`config.mk`:
```
export PLATFORM = sky130hd
export DESIGN_NAME = seq_detector_param
export DESIGN_NICKNAME = d
export VERILOG_FILES = /design/src/rtl/seq_detector_param.sv
export SDC_FILE = /design/constraint.sdc
export NUM_CORES = 1
export LEC_CHECK = 0
export BUFFER_PORTS_ARGS = -buffer_cell sky130_fd_sc_hd__buf_4
export CORE_ASPECT_RATIO = 0.7
export CORE_MARGIN = 5
export CORE_UTILIZATION = 53
export CTS_CLUSTER_DIAMETER = 40
export DETAILED_ROUTE_END_ITERATION = 12
export GPL_ROUTABILITY_DRIVEN = 0
export PLACE_DENSITY = 0.77
export SYNTH_ARGS = -nofsm -noshare
export SYNTH_HDL_FRONTEND = slang
export SYNTH_SLANG_ARGS = --single-unit
```
`constraint.sdc`:
```
create_clock -name clk -period 2.68 [get_ports clk]
set_input_delay 0 -clock clk [delete_from_list [all_inputs] [get_ports clk]]
set_output_delay 0 -clock clk [all_outputs]
set_load 0.02 [all_outputs]
```
`src/rtl/seq_detector_param.sv`:
```
// seq_detector_param: run-time loadable serial pattern detector with overlap control and saturating match counter.
// Ports:
//   clk        system clock, all state updates on the rising edge
//   rst        asynchronous active-high reset
//   seq        serial data bit, used only when seq_valid=1
//   seq_valid  qualifies seq for the current cycle
//   pat_in     new pattern, pat_in[N-1] is the first bit expected
//   pat_load   loads pat_in and restarts detection (wins over seq_valid)
//   overlap    1 = a match suffix may start the next match, 0 = restart after a match
//   cnt_clr    synchronous clear of match_cnt (a coincident match leaves it at 1)
//   dout       registered one-cycle match pulse
//   match_cnt  saturating count of matches
module seq_detector_param #(
    parameter int             N       = 4,
    parameter logic [N-1:0]   PAT_RST = N'(4'b1011),
    parameter int             CNT_W   = 8
) (
    input  logic             clk,
    input  logic             rst,
    input  logic             seq,
    input  logic             seq_valid,
    input  logic [N-1:0]     pat_in,
    input  logic             pat_load,
    input  logic             overlap,
    input  logic             cnt_clr,
    output logic             dout,
    output logic [CNT_W-1:0] match_cnt
);
    localparam int FW = $clog2(N + 1);

    logic [N-1:0]     r_pat;
    logic [N-1:0]     r_hist;
    logic [FW-1:0]    r_fill;
    logic             r_dout;
    logic [CNT_W-1:0] r_cnt;

    logic             w_accept;
    logic [N-1:0]     w_hist_shift;
    logic [FW-1:0]    w_fill_inc;
    logic             w_match;
    logic             w_restart;
    logic [N-1:0]     w_pat_nxt;
    logic [N-1:0]     w_hist_nxt;
    logic [FW-1:0]    w_fill_nxt;
    logic [CNT_W-1:0] w_cnt_nxt;

    // The window slides on every accepted bit; the fill count only gates
    // matching until N bits have been seen since the last restart.
    always_comb begin
        w_accept     = seq_valid & ~pat_load;
        w_hist_shift = {r_hist[N-2:0], seq};
        w_fill_inc   = (r_fill == FW'(N)) ? r_fill : r_fill + 1'b1;
        w_match      = w_accept && (w_fill_inc == FW'(N)) && (w_hist_shift == r_pat);
        // A pattern load, or a match in non-overlapping mode, empties the window.
        w_restart    = pat_load | (w_match & ~overlap);
        w_pat_nxt    = pat_load ? pat_in : r_pat;
        w_hist_nxt   = w_restart ? '0 : w_accept ? w_hist_shift : r_hist;
        w_fill_nxt   = w_restart ? '0 : w_accept ? w_fill_inc : r_fill;
        w_cnt_nxt    = cnt_clr ? (w_match ? CNT_W'(1) : '0) :
                       (w_match && !(&r_cnt)) ? r_cnt + 1'b1 : r_cnt;
    end

    always_ff @(posedge clk or posedge rst) begin
        if (rst) begin
            r_pat  <= PAT_RST;
            r_hist <= '0;
            r_fill <= '0;
            r_dout <= 1'b0;
            r_cnt  <= '0;
        end else begin
            r_pat  <= w_pat_nxt;
            r_hist <= w_hist_nxt;
            r_fill <= w_fill_nxt;
            r_dout <= w_match;
            r_cnt  <= w_cnt_nxt;
        end
    end

    assign dout      = r_dout;
    assign match_cnt = r_cnt;
endmodule

```
# Yosys cells after proc, flatten, opt, wreduce, memory -nomap -nowiden
# Cells that the tools add are included.
# W data, S select, Z words.
[classes] n_eq_ne=3 addsub=2 muxes=8 reduce_logical=7 bitwise=5
[op_table] cell="$mux W8" n=2
[op_table] cell="$mux W3" n=5
[op_table] cell="$add A8 B1 Y8 const B" n=1
[op_table] cell="$reduce_and A8 Y1" n=1
[op_table] cell="$eq A3 B3 Y1 const B" n=2
[op_table] cell="$eq A4 B4 Y1" n=1
[op_table] cell="$reduce_bool A2 Y1" n=2
[op_table] cell="$add A3 B1 Y3 const B" n=1
[op_table] cell="$logic_and A1 B1 Y1" n=3
[op_table] cell="$and A1 B1 Y1" n=2
[op_table] cell="$not A1 Y1" n=2
[op_table] cell="$logic_not A1 Y1" n=1
[op_table] cell="$mux W1" n=1
[op_table] cell="$or A1 B1 Y1" n=1
[totals] reg_bits=19 elab_cells=30 out_inout_bits=9 inputBits=11

# Longest topological paths before layout
[depth] word_depth=8 mapped_depth=9 depth_no_buf=8

# Least setup slack after synthesis
# OpenSTA, ideal clock, no wires.
[synth_path] path_kind="reg-to-reg" from="register r_fill[0]" to="register r_cnt[7] (netlist: match_cnt[7])" path_stages_with_launch=8 t_required_ns=2.553 setup_ns=0.127 t_arrival_ns=2.181 setup_slack_ns=0.371 period_less_slack_ns=2.309 path_buffers=0 cell_sequence="dfrtp_1 -> inv_1 -> ha_1 -> nand2_2 -> xnor2_1 -> or4b_4 -> or4_1 -> mux2_1"
[synth_between] elab_chain_len=7 elab_cells_between_ends=8 classes_between="add/sub: 1; eq/ne: 2; mux: 1; reduce/logical: 4"
[synth_rtl] element="from (decl)" line="33" rtl="logic [FW-1:0] r_fill;"
[synth_rtl] element="from (signal assigned)" line="73" rtl="r_fill <= w_fill_nxt;"
[synth_rtl] element="$add A3 B1 Y3 / $eq A3 B3 Y1 (equally long branches)" line="52" rtl="w_fill_inc = (r_fill == FW'(N)) ? r_fill : r_fill + 1'b1;"
[synth_rtl] element="$mux W3 *" line="52"
[synth_rtl] element="$eq A3 B3 Y1 *" line="53" rtl="w_match = w_accept && (w_fill_inc == FW'(N)) && (w_hist_shift == r_pat);"
[synth_rtl] element="$logic_and A1 B1 Y1 * (2 in a row)" line="53"
[synth_rtl] element="$logic_and A1 B1 Y1 *" line="60" rtl="(w_match && !(&r_cnt)) ? r_cnt + 1'b1 : r_cnt;"
[synth_rtl] element="$reduce_bool A2 Y1 (no source line) *"
[synth_rtl] element="to (signal assigned)" line="75" rtl="r_cnt <= w_cnt_nxt;"
[synth_rtl] element="to (decl)" line="35" rtl="logic [CNT_W-1:0] r_cnt;"
# Every way passes the cells marked *; elsewhere a longest branch is shown, timed or not.
# A chain may end at the register's enable or synchronous reset.

# Final worst setup path
# Ends and elaborated chain as after synthesis.

==> summary.md <==
| Metric | Value |
|---|---|
| Delay of the slowest critical-path stage | `0.56 ns` |
| Mapped Cells | `107` |
| CTS Sinks | `19` |
| Synthesized area | `1050 µm²` |
| LEAKAGE | `0.5858 nW` |
| Seq/Total Area, Yosys | `45.65%` |
| Cell Pwr Density | `408.4 nW/µm²` |
| Largest net degree at the start of global routing | `20` |
| Final Hold Fails | `0` |
| Cts bufs inserted | `3` |
| RSZ-0062 raised after global routing | `false` |
| Clock Pin Slew Worst Setup and Hold Paths | `0.11 ns` |
| Relative slew slack | `51.17%` |
| DR WL/cell | `15.29 µm` |
| Initial antenna violation count | `0` |
| Crit end category | `flip-flop` |
| Crit start category | `flip-flop` |
| Via count | `878` |
| R2r setup slk | `0.15 ns` |
| Design Area, Final | `1316 µm²` |
| Cells after DPL | `144` |
| H-tree depth | `1` |
| Syn_nets | `121` |
| DRC violations left | `0` |
| Clock network fraction of total power | `27.1%` |
| FFs w/ async S/R, synth | `100.0%` |
| Fin Setup TNS | `0 ns` |
| GRT Total Usage | `18.75%` |
| Combinational group share of total power | `15.5%` |
| Synth unique cells | `34` |
| Commonest non-fill, non-tap cell in the layout | `buf_4` |
| HP Class | `input pin to flip-flop` |
| Internal Power | `402.1 µW` |
| Slew @ Worst Pin | `0.7317 ns` |
| Main synth FF type | `dfrtp_1` |
| Sequential power share | `57.4%` |
| Layout cells sized above 1 | `24.44%` |
| Post-Layout Cell Count | `157` |
| Slowest cell on crit path | `or4b_4` |
| Ant. Diodes | `0` |
| First-pass GRT wire length | `4181 µm` |
| Dpl cell area | `1200 µm²` |
| MaxCap Viol Count | `0` |
| Crit share post-route | `94.33%` |
| Critical Path RT | `2.88 ns` |
| Ys Warns | `0` |
| Tot Pwr | `537.5 µW` |
| Final net count | `150` |
| Clock buffer depth | `2` |
| WS Path Type | `flip-flop to flip-flop` |
| Post-route minimum period | `2.528 ns` |
| Num rows | `13` |
| WL final | `2401 µm` |
| I/O Buffers | `19` |
| Post-synth EDFFs | `0` |
| DRT iter0 DRCs | `39` |
| Layout area overhead | `25.39%` |
| Most frequent cells in the layout | `buf_4, dfrtp_1, dlygate4sd3_1` |
| HPWL Detailed | `1773 µm` |
| NetSw | `135.5 µW` |
| Bufs and invs on worst path | `1` |
| CTS tree | `yes` |
| CP top delay family | `simple AND/OR/NAND/NOR gates` |
| VDD IR max | `276.1 µV` |
| Syn_area_per_cell | `9.811 µm²` |
| Achievable Freq | `395.6 MHz` |
| DRT Pass-1 Iters | `4` |
| Final Slew Violations | `0` |
| Sw Share | `25.20%` |
| Initial Util | `56.12%` |
| Worst Path Max Fanout | `13` |
| Post-route ant nets | `0` |
| Root buf cell | `clkbuf_4` |
| #FFs+latches synth | `19` |
| CP Data Arrival Time | `2.73 ns` |
| Final setup vio count | `0` |
| Vias/cell | `5.592` |
| Vias in the first global route | `866` |
| DIE AREA | `2985 µm²` |
| Status | `finished, final reports clean` |
| Core area | `1871 µm²` |
| Die height | `47.24 µm` |
| Critical path, cell by cell | `inv_1 > ha_1 > nand2_2 > xnor2_1 > or4b_4 > or4_1 > mux2_1` |
| I/O pin count | `20` |
| Layout Skew | `0.01123 ns` |
| Worst-skew pair later-pin latency | `0.30 ns` |
| Die X | `63.20 µm` |
| GR Overflow Total | `0` |
==> through the flow <==
step / setup WS (ns) / hold WS, ns / utilization (%)
final: 0.1520 / 0.1378 / 70.37
after global routing: 0.008124 / 0.1314 / 70.37
after CTS: 0.1548 / 0.1187 / 70.37
after detailed placement: 0.1794 / 0.1709 / 64.15
after global placement: 0.2546 / 0.1609 / 64.15
after floorplan: 0.3712 / -0.05109 / -
==> what timing repair did <==
action / 4_1_cts / 5_1_grt
resized for setup: 0 / 0
setup buffers: 0 / 0
hold buffers: 9 / 0
hold endpoints to repair: 30 / 0
==> cell type report <==
cell class | instances | area [µm²]
fillers | 132 | 554.3
well taps | 22 | 27.53
multi-input cells | 77 | 524.3
clock buffers | 4 | 26.28
inverters | 7 | 26.28
repair buffers | 28 | 232.7
flip-flops and latches | 19 | 479.2
==> worst register-to-register path, delay by kind of cell (launching register included) <==
family / cells / cell delay, ns
xor gates and xnor gates: 1 / 0.13
adders and majority gates: 1 / 0.24
buffers and inverters: 1 / 0.13
DFF: 1 / 0.40
muxes: 1 / 0.32
and+or+nand+nor: 3 / 1.20
==> power groups by stage <==
stage               registers (mW)  logic [mW]  clock network, mW
floorplan                    0.312      0.0508                  0
CTS                          0.309      0.0829              0.153
global route                 0.310      0.0915              0.172
detailed placement           0.314      0.0722                  0
finish                       0.308      0.0832              0.146
global placement             0.313      0.0686                  0
==> cells in the mapped netlist (2+ instances only) <==
library cell	count	area, µm²
nand2b_1	4	25.02
dfrtp_1	16	400.4
or2_2	2	12.51
mux2_2	4	45.04
ha_1	3	37.54
o31ai_1	5	37.54
nor2b_1	2	12.51
inv_1	7	26.28
nand3_1	7	35.03
xnor2_1	5	43.79
or4_1	6	45.04
nand2_1	6	22.52
clkbuf_1	2	7.510
dfstp_2	3	78.83
nor3_1	2	10.01
a21oi_1	7	35.03
o22ai_1	2	12.51
and3_1	2	12.51
nor2_1	7	26.28
==> per-layer routing <==
layer	global-route usage, %	routed length (µm)	vias to the layer above
met5	0	0	-
met4	6.224	25	0
met3	4.545	114	5
met2	30.47	1109	20
met1	25.30	1152	415
li1	-	-	438
==> worst paths after layout <==
kind                                 from           end  cells past startpoint
worst min register to register  r_hist[2]     r_hist[2]                      2
worst max-delay path            r_fill[0]  match_cnt[7]                      7
max in group asynchronous             rst  match_cnt[3]                      3
min in group asynchronous             rst     r_fill[0]                      3
worst max register to register  r_fill[0]  match_cnt[7]                      7
worst min-delay path              overlap     r_hist[1]                      3
==> cells by family after synthesis <==
family,after synthesis,share of synthesized area (%)
multiplexers,6,6.317
flip-flops,19,45.65
AO/OA/AOI/OAI,19,11.68
AND/OR/NAND/NOR,43,23.36
buffers and inverters,11,4.411
XOR/XNOR,6,5.006
adder cells (fa/ha/maj),3,3.576
==> state kept, by name, summed over array words and instances, names as in the netlist <==
register / flops
dout: 1
match_cnt: 8
r_fill: 3
r_hist: 3
r_pat: 4
Note: power is estimated with default switching activity, not from simulation.
